## src/rtl/ram_pp_ctrl.sv

```systemverilog
// rtl/ram_pp_ctrl.sv - ping-pong bank controller around a dual-port RAM
// Writes fill one bank via port A while completed banks stream out via port B.
module ram_pp_ctrl #(
  parameter int Addr_Width = 6,
  parameter int Word_Width = 32
) (
  input  logic                  clk_i,
  input  logic                  rst_i,
  input  logic                  in_valid_i,
  output logic                  in_ready_o,
  input  logic [Word_Width-1:0] in_data_i,
  output logic                  out_valid_o,
  input  logic                  out_ready_i,
  output logic [Word_Width-1:0] out_data_o,
  output logic                  out_last_o,
  output logic [1:0]            bank_full_o,
  output logic                  ram_cena_o,
  output logic                  ram_wena_o,
  output logic                  ram_oena_o,
  output logic [Addr_Width-1:0] ram_addra_o,
  output logic [Word_Width-1:0] ram_dataa_o,
  output logic                  ram_cenb_o,
  output logic                  ram_wenb_o,
  output logic                  ram_oenb_o,
  output logic [Addr_Width-1:0] ram_addrb_o,
  input  logic [Word_Width-1:0] ram_datab_i
);
  localparam int PW = Addr_Width - 1;
  localparam logic [PW-1:0] LastPtr = '1;

  logic                  r_wr_bank, r_rd_bank;
  logic [PW-1:0]         r_wr_ptr, r_rd_ptr;
  logic [1:0]            r_full;
  logic [Word_Width-1:0] r_buf_data [2];
  logic [1:0]            r_buf_last;
  logic                  r_head;
  logic [1:0]            r_cnt;
  logic                  r_pend, r_pend_last;

  logic       w_wr, w_rd, w_pop;
  logic [1:0] w_full_nxt;

  assign in_ready_o = ~rst_i & ~r_full[r_wr_bank];
  assign w_wr       = in_valid_i & in_ready_o;
  assign w_pop      = (r_cnt != 2'd0) & out_ready_i;
  // Count the slot freed by this cycle's pop so a drained buffer keeps 1 word/cycle.
  assign w_rd = r_full[r_rd_bank] &
                (({1'b0, r_cnt} + {2'b00, r_pend} - {2'b00, w_pop}) <= 3'd1);

  always_comb begin
    w_full_nxt = r_full;
    if (w_wr && r_wr_ptr == LastPtr) w_full_nxt[r_wr_bank] = 1'b1;
    if (w_rd && r_rd_ptr == LastPtr) w_full_nxt[r_rd_bank] = 1'b0;
  end

  always_ff @(posedge clk_i or posedge rst_i) begin
    if (rst_i) begin
      r_wr_bank     <= 1'b0;
      r_rd_bank     <= 1'b0;
      r_wr_ptr      <= '0;
      r_rd_ptr      <= '0;
      r_full        <= 2'b00;
      r_buf_data[0] <= '0;
      r_buf_data[1] <= '0;
      r_buf_last    <= 2'b00;
      r_head        <= 1'b0;
      r_cnt         <= 2'd0;
      r_pend        <= 1'b0;
      r_pend_last   <= 1'b0;
    end else begin
      r_full <= w_full_nxt;
      if (w_wr) begin
        r_wr_ptr <= r_wr_ptr + 1'b1;
        if (r_wr_ptr == LastPtr) r_wr_bank <= ~r_wr_bank;
      end
      if (w_rd) begin
        r_rd_ptr <= r_rd_ptr + 1'b1;
        if (r_rd_ptr == LastPtr) r_rd_bank <= ~r_rd_bank;
      end
      r_pend      <= w_rd;
      r_pend_last <= w_rd & (r_rd_ptr == LastPtr);
      // While a read is in flight at most one word is buffered, so the tail slot is free.
      if (r_pend) begin
        r_buf_data[r_head ^ r_cnt[0]] <= ram_datab_i;
        r_buf_last[r_head ^ r_cnt[0]] <= r_pend_last;
      end
      if (w_pop) r_head <= ~r_head;
      r_cnt <= r_cnt + {1'b0, r_pend} - {1'b0, w_pop};
    end
  end

  assign out_valid_o = (r_cnt != 2'd0);
  assign out_data_o  = r_buf_data[r_head];
  assign out_last_o  = (r_cnt != 2'd0) & r_buf_last[r_head];
  assign bank_full_o = r_full;

  assign ram_cena_o  = ~w_wr;
  assign ram_wena_o  = ~w_wr;
  assign ram_oena_o  = 1'b1;
  assign ram_addra_o = w_wr ? {r_wr_bank, r_wr_ptr} : '0;
  assign ram_dataa_o = w_wr ? in_data_i : '0;

  assign ram_cenb_o  = ~w_rd;
  assign ram_wenb_o  = 1'b1;
  assign ram_oenb_o  = 1'b0;
  assign ram_addrb_o = w_rd ? {r_rd_bank, r_rd_ptr} : '0;
endmodule

```

## config.mk

```make
export PLATFORM = sky130hd
export DESIGN_NAME = ram_pp_ctrl
export DESIGN_NICKNAME = d
export VERILOG_FILES = /design/src/rtl/ram_pp_ctrl.sv
export SDC_FILE = /design/constraint.sdc
export NUM_CORES = 1
export LEC_CHECK = 0
export CAP_MARGIN = 15
export CORE_UTILIZATION = 45
export CTS_CLUSTER_DIAMETER = 150
export DETAILED_ROUTE_END_ITERATION = 16
export GPL_TIMING_DRIVEN = 0
export PLACE_DENSITY = 0.81
export SYNTH_ARGS = -nofsm -noshare
export SYNTH_HDL_FRONTEND = slang
export SYNTH_SLANG_ARGS = --single-unit
```

## constraint.sdc

```tcl
create_clock -name clk_i -period 4.6 [get_ports clk_i]
set_input_delay 0.92 -clock clk_i [delete_from_list [all_inputs] [get_ports clk_i]]
set_output_delay 0.92 -clock clk_i [all_outputs]
set_load 0.005 [all_outputs]
```

Word level (Yosys, flattened, before mapping)
Index checks and enable logic that the tools add are counted.
- register bits: 85
- input port bits: 68
- output and inout bits: 87
- logic and storage cells: 83
- add/subtract/negate cells: 6
- magnitude comparators: 11
- equal/unequal tests: 2
- multiplexer cells: 24
- bitwise operators: 19
- reduce and logical (&&, ||, !) cells: 9
- operators by type and width (cell ; count):
    two-way mux 32 bit ; 5
    bitwise mux 64 bit ; 1
    demux 32 bit (select 1 bit) ; 1
    two-way mux 6 bit ; 2
    adder 5 x 1 -> 5 bit (second input constant) ; 2
    == test 5 bit (second input constant) ; 2
    two-way mux 1 bit ; 9
    < comparator 1 x 2 -> 1 bit (second input constant) ; 4
    inverter 1 bit ; 7
    bitwise AND 1 bit ; 6
    logical AND 1 bit ; 6
    >= comparator 2 bit (second input constant) ; 2
    two-way mux 2 bit ; 2
    inverter 1 -> 2 bit ; 2
    AND reduction 2 bit ; 2
    adder 2 x 1 -> 3 bit ; 1
    demux 1 bit (select 1 bit) ; 3
    >= comparator 1 bit (second input constant) ; 3
    less-or-equal comparator 3 x 1 -> 1 bit (second input constant) ; 1
    subtractor 3 x 1 -> 3 bit ; 1
    adder 2 x 1 -> 2 bit ; 1
    bitwise AND 2 bit ; 1
    bitwise mux 2 bit ; 1
    < comparator 2 x 1 -> 1 bit (second input constant) ; 1
    5 further kinds ; 5

Longest topological paths before layout
- word-level depth: 9
- depth in mapped cells: 10
- depth with buffers taken out: 10

Worst setup path before layout
OpenSTA, ideal clock, no wires.
- path type: input to output
- start: input port rst_i
- end: output port in_ready_o
- arrival: 3.009 ns
- required time: 3.680 ns
- setup slack: 0.671 ns
- cell stages on the path: 2
- path buffers: 0
- cells stage by stage: inv_1 and2_1
- cells in the longest elaborated chain, start to end: 2
- ends and longest elaborated chain (what ; line ; source):
    from (decl) ; 8 ; input logic rst_i,
    inverter 1 bit ; 43 ; assign in_ready_o = ~rst_i & ~r_full[r_wr_bank];
    bitwise AND 1 bit ; 43 ;
    to (decl) ; 10 ; output logic in_ready_o,
Every way passes these cells.

Worst setup path after layout
- start: input port out_ready_i
- end: output port ram_addrb_o[4]
- cells in the longest elaborated chain, start to end: 5
- ends and longest elaborated chain (what ; line ; source):
    from (decl) ; 13 ; input logic out_ready_i,
    bitwise AND 1 bit ; 45 ; assign w_pop = (r_cnt != 2'd0) & out_ready_i;
    named net w_pop ; 40 ; logic w_wr, w_rd, w_pop;
    subtractor 3 x 1 -> 3 bit ; 48 ; (({1'b0, r_cnt} + {2'b00, r_pend} - {2'b00, w_pop}) <= 3'd1);
    less-or-equal comparator 3 x 1 -> 1 bit ; 48 ;
    bitwise AND 1 bit ; 47 ; assign w_rd = r_full[r_rd_bank] &
    named net w_rd ; 40 ;
    two-way mux 6 bit ; 106 ; assign ram_addrb_o = w_rd ? {r_rd_bank, r_rd_ptr} : '0;
    to (decl) ; 25 ; output logic [Addr_Width-1:0] ram_addrb_o,
The timed path passes the listed nets, and every way through them passes these cells.

==> impl_results.md <==
- Die height: 99.0 um
- Pre-antenna DRT Iters: 10
- Met3 usage: 0.0631
- Crit end category: output port
- Die W: 99.0 um
- Iteration-0 DRC Markers: 43
- Max-cap violation count: 0
- Register area share after synthesis: 0.502
- CTS tree: yes
- Longest Clk Path Bufs: 2
- Drt total wl: 9610 um
- Syn-to-layout area delta: 46.2%
- # nets final: 553
- Num CTS Buffers: 9
- TritonCTS Sinks: 85
- RePlAce Congestion: 0.722
- Placeable Area: 9200 um2
- CP endpoint: ram_addrb_o[4]
- Vias in the first global route: 3321
- Post-synth top area cell: dfrtp_1
- Area share of the largest cell type after synthesis: 0.502
- Largest net degree at the start of global routing: 61
- Filler Cell Count: 697
- FF+latch count, synth: 85
- Routed vias/inst: 5.16
- CP Class: primary input to output port
- Slowest-stage cell, CP: fa_2
- Area contributors post-synth: dfrtp_1, mux2_2, mux2_4, and3_1, ha_1
- Instance count on the critical path: 9
- Worst Hold Class: flip-flop to flip-flop
- GRT busiest layer: met2
- GR Util met2: 0.363
- Failing checks: DRC
- Relative slew slack: 0.535
- Crit path cell chain: clkdlybuf4s50_1 -> and2_1 -> ha_1 -> inv_1 -> ha_1 -> fa_2 -> nor3_4 -> and2_1 -> clkdlybuf4s50_1
- Crit path max-delay family: buffers and inverters
- Synth Warn #: 0
- Worst reg-to-reg setup slack: 1.73 ns
- Power after layout: 2330 uW
- Element type at the critical path start: primary input
- Fin crit share: 0.971
- Peak VDD IR: 0.225 mV
- Synthesized area per cell: 13.6 um2
- CTS Root Cell: clkbuf_8
- Worst Reg-to-Reg Cells: 10
- GRT Total Usage: 0.205
- Worst path max stage delay: 0.51 ns
- DP Cell Count: 575
- Num ports: 155
- Starting Density: 0.461
- Via count: 3063
- Arrival @ worst endpoint: 3.55 ns
- Max Fclk: 224 MHz
- Die area: 9810 um2
- Crit Reg-Reg Endpoint: r_rd_ptr[1]
- Leak: 0.00286 uW
- Final setup fails: 0
- Post-Syn Instances: 311
- Fin. Hold Viols: 0
- # port buffers: 151
- Crit path from: out_ready_i
- Dpl ws: -0.0343 ns
- Slew Viols, Final: 0
- H-tree depth: 3
- CP max FO: 8
- Post-synthesis instance area: 4240 um2
- Routed Antenna Nets: 0
- N_diodes: 0
- Number of buffer and inverter stages on the critical path: 3
- M1 GR Usage: 0.244
- Pwr Density: 377 nW/um2
- Finished Layout Cells: 594
- Share of layout cells above drive strength 1: 0.290
- First-pass GRT wire length: 15800 um
- Residual DRC count: 2
- Initial antenna violation count: 0
- Final setup margin: 0.134 ns
- Data required, critical path: 3.68 ns
- Rows: 35
- Placed cell area: 5920 um2
- Hold_buf cts: 0
- Worst Tran Pin Value: 0.678 ns
- Cell variety after synth: 28
- Worst skew pair latency: 0.35 ns
- Post-layout min period: 4.47 ns
- Worst reg2reg startpoint: r_cnt[1]
- Mean routed wirelength per cell: 16.2 um
- Final setup TNS: 0 ns
- Status: finished with violations
- Total gr overflow: 0
- Reg clk slew, reported paths: 0.09 ns
- Design Area, Final: 6190 um2
- DP HPWL: 6940 um
- Clock skew: 0.00657 ns
==> worst min path at each step <==
stage	startpoint	end	slack [ns]	cells past startpoint
global route	r_rd_ptr[3]	r_rd_ptr[3]	0.51	1
global placement	r_wr_ptr[3]	r_wr_ptr[3]	0.48	1
finish	r_rd_ptr[3]	r_rd_ptr[3]	0.50	1
floorplan	r_rd_ptr[3]	r_rd_ptr[3]	0.45	1
CTS	r_rd_ptr[3]	r_rd_ptr[3]	0.50	1
detailed placement	r_rd_ptr[3]	r_rd_ptr[3]	0.48	1
==> cell type report <==
type | count | area, um2 | share of cell area
buffer | 24 | 148 | 0.0238
clock buffer | 9 | 124 | 0.0200
clock inverter | 7 | 105 | 0.0170
inverter | 10 | 40.0 | 0.00646
multi-input combinational | 193 | 1950 | 0.315
sequential | 85 | 2130 | 0.343
tap | 111 | 139 | 0.0224
timing repair buffer | 155 | 1560 | 0.252
==> synthesized netlist by cell type, drive strengths merged <==
cell type	instances
nor3	1
nor2	2
or2	1
conb	2
xor2	6
buf	13
fa	1
and2	8
and3	41
mux2	102
nand3	4
inv	10
nor4b	2
ha	6
nor2b	1
a31oi	2
clkbuf	11
xnor2	5
a21oi	2
mux2i	3
nor4	2
dfrtp	85
nand2	1
==> placed cells by master (no fill, tap or decap), types with 3 or more instances in the layout <==
| master | n |
|---|---|
| nand3_1 | 4 |
| buf_2 | 4 |
| and2_1 | 7 |
| xnor2_1 | 4 |
| clkdlybuf4s50_1 | 151 |
| ha_1 | 6 |
| mux2_2 | 72 |
| buf_4 | 7 |
| clkbuf_1 | 11 |
| inv_1 | 9 |
| clkbuf_8 | 9 |
| xor2_1 | 6 |
| conb_1 | 3 |
| buf_6 | 5 |
| dfrtp_1 | 85 |
| and3_1 | 41 |
| mux2_4 | 30 |
| mux2i_1 | 3 |
==> through the flow <==
stage	util	hold slack, ns
6_report	0.673	0.500
5_1_grt	0.673	0.507
4_1_cts	0.671	0.499
3_5_place_dp	0.644	0.481
3_3_place_gp	0.641	0.479
2_1_floorplan	-	0.447
==> timing repair <==
item,CTS,global route
resized for setup,1,2
endpoints found under the setup margin,5,6
buffers inserted,2,1
pin swaps,1,2
==> kinds of logic after synthesis <==
kind of cell | share of synthesized area
compound gates | 0.00532
fa+ha+maj | 0.0224
buf+inv | 0.0437
simple gates | 0.0972
xor+xnor | 0.0227
mux | 0.305
flops | 0.502
other cells | 0.00177
==> flip-flops by register name, indices dropped and copies added, names as in the netlist <==
name,count
r_buf_data,64
r_rd_ptr,5
r_wr_ptr,5
bank_full_o,2
r_buf_last,2
r_cnt,2
r_head,1
r_pend,1
r_pend_last,1
r_rd_bank,1
r_wr_bank,1
==> worst reg2reg max path, delay by kind of cell, from the launching register on <==
kind                     cells  cell delay (ns)
buffers and inverters        3             0.29
AND/OR/NAND/NOR              3             0.70
adder cells (fa/ha/maj)      3             1.00
multiplexers                 1             0.32
flip-flops                   1             0.46
==> layer usage <==
layer  wire length [um]  up-vias  share of wire
li1                   -     1413              -
met1               3970     1519           0.41
met2               4850      123           0.51
met3                707        8          0.074
met4                 75        0         0.0078
met5                  0        -              0
==> where the power goes <==
group	leakage (uW)	switching (uW)	internal, uW
Sequential	0.00102	58.7	817
Clock	0.000112	285	314
Combinational	0.00173	335	525
Note: power is estimated with default switching activity, not from simulation.
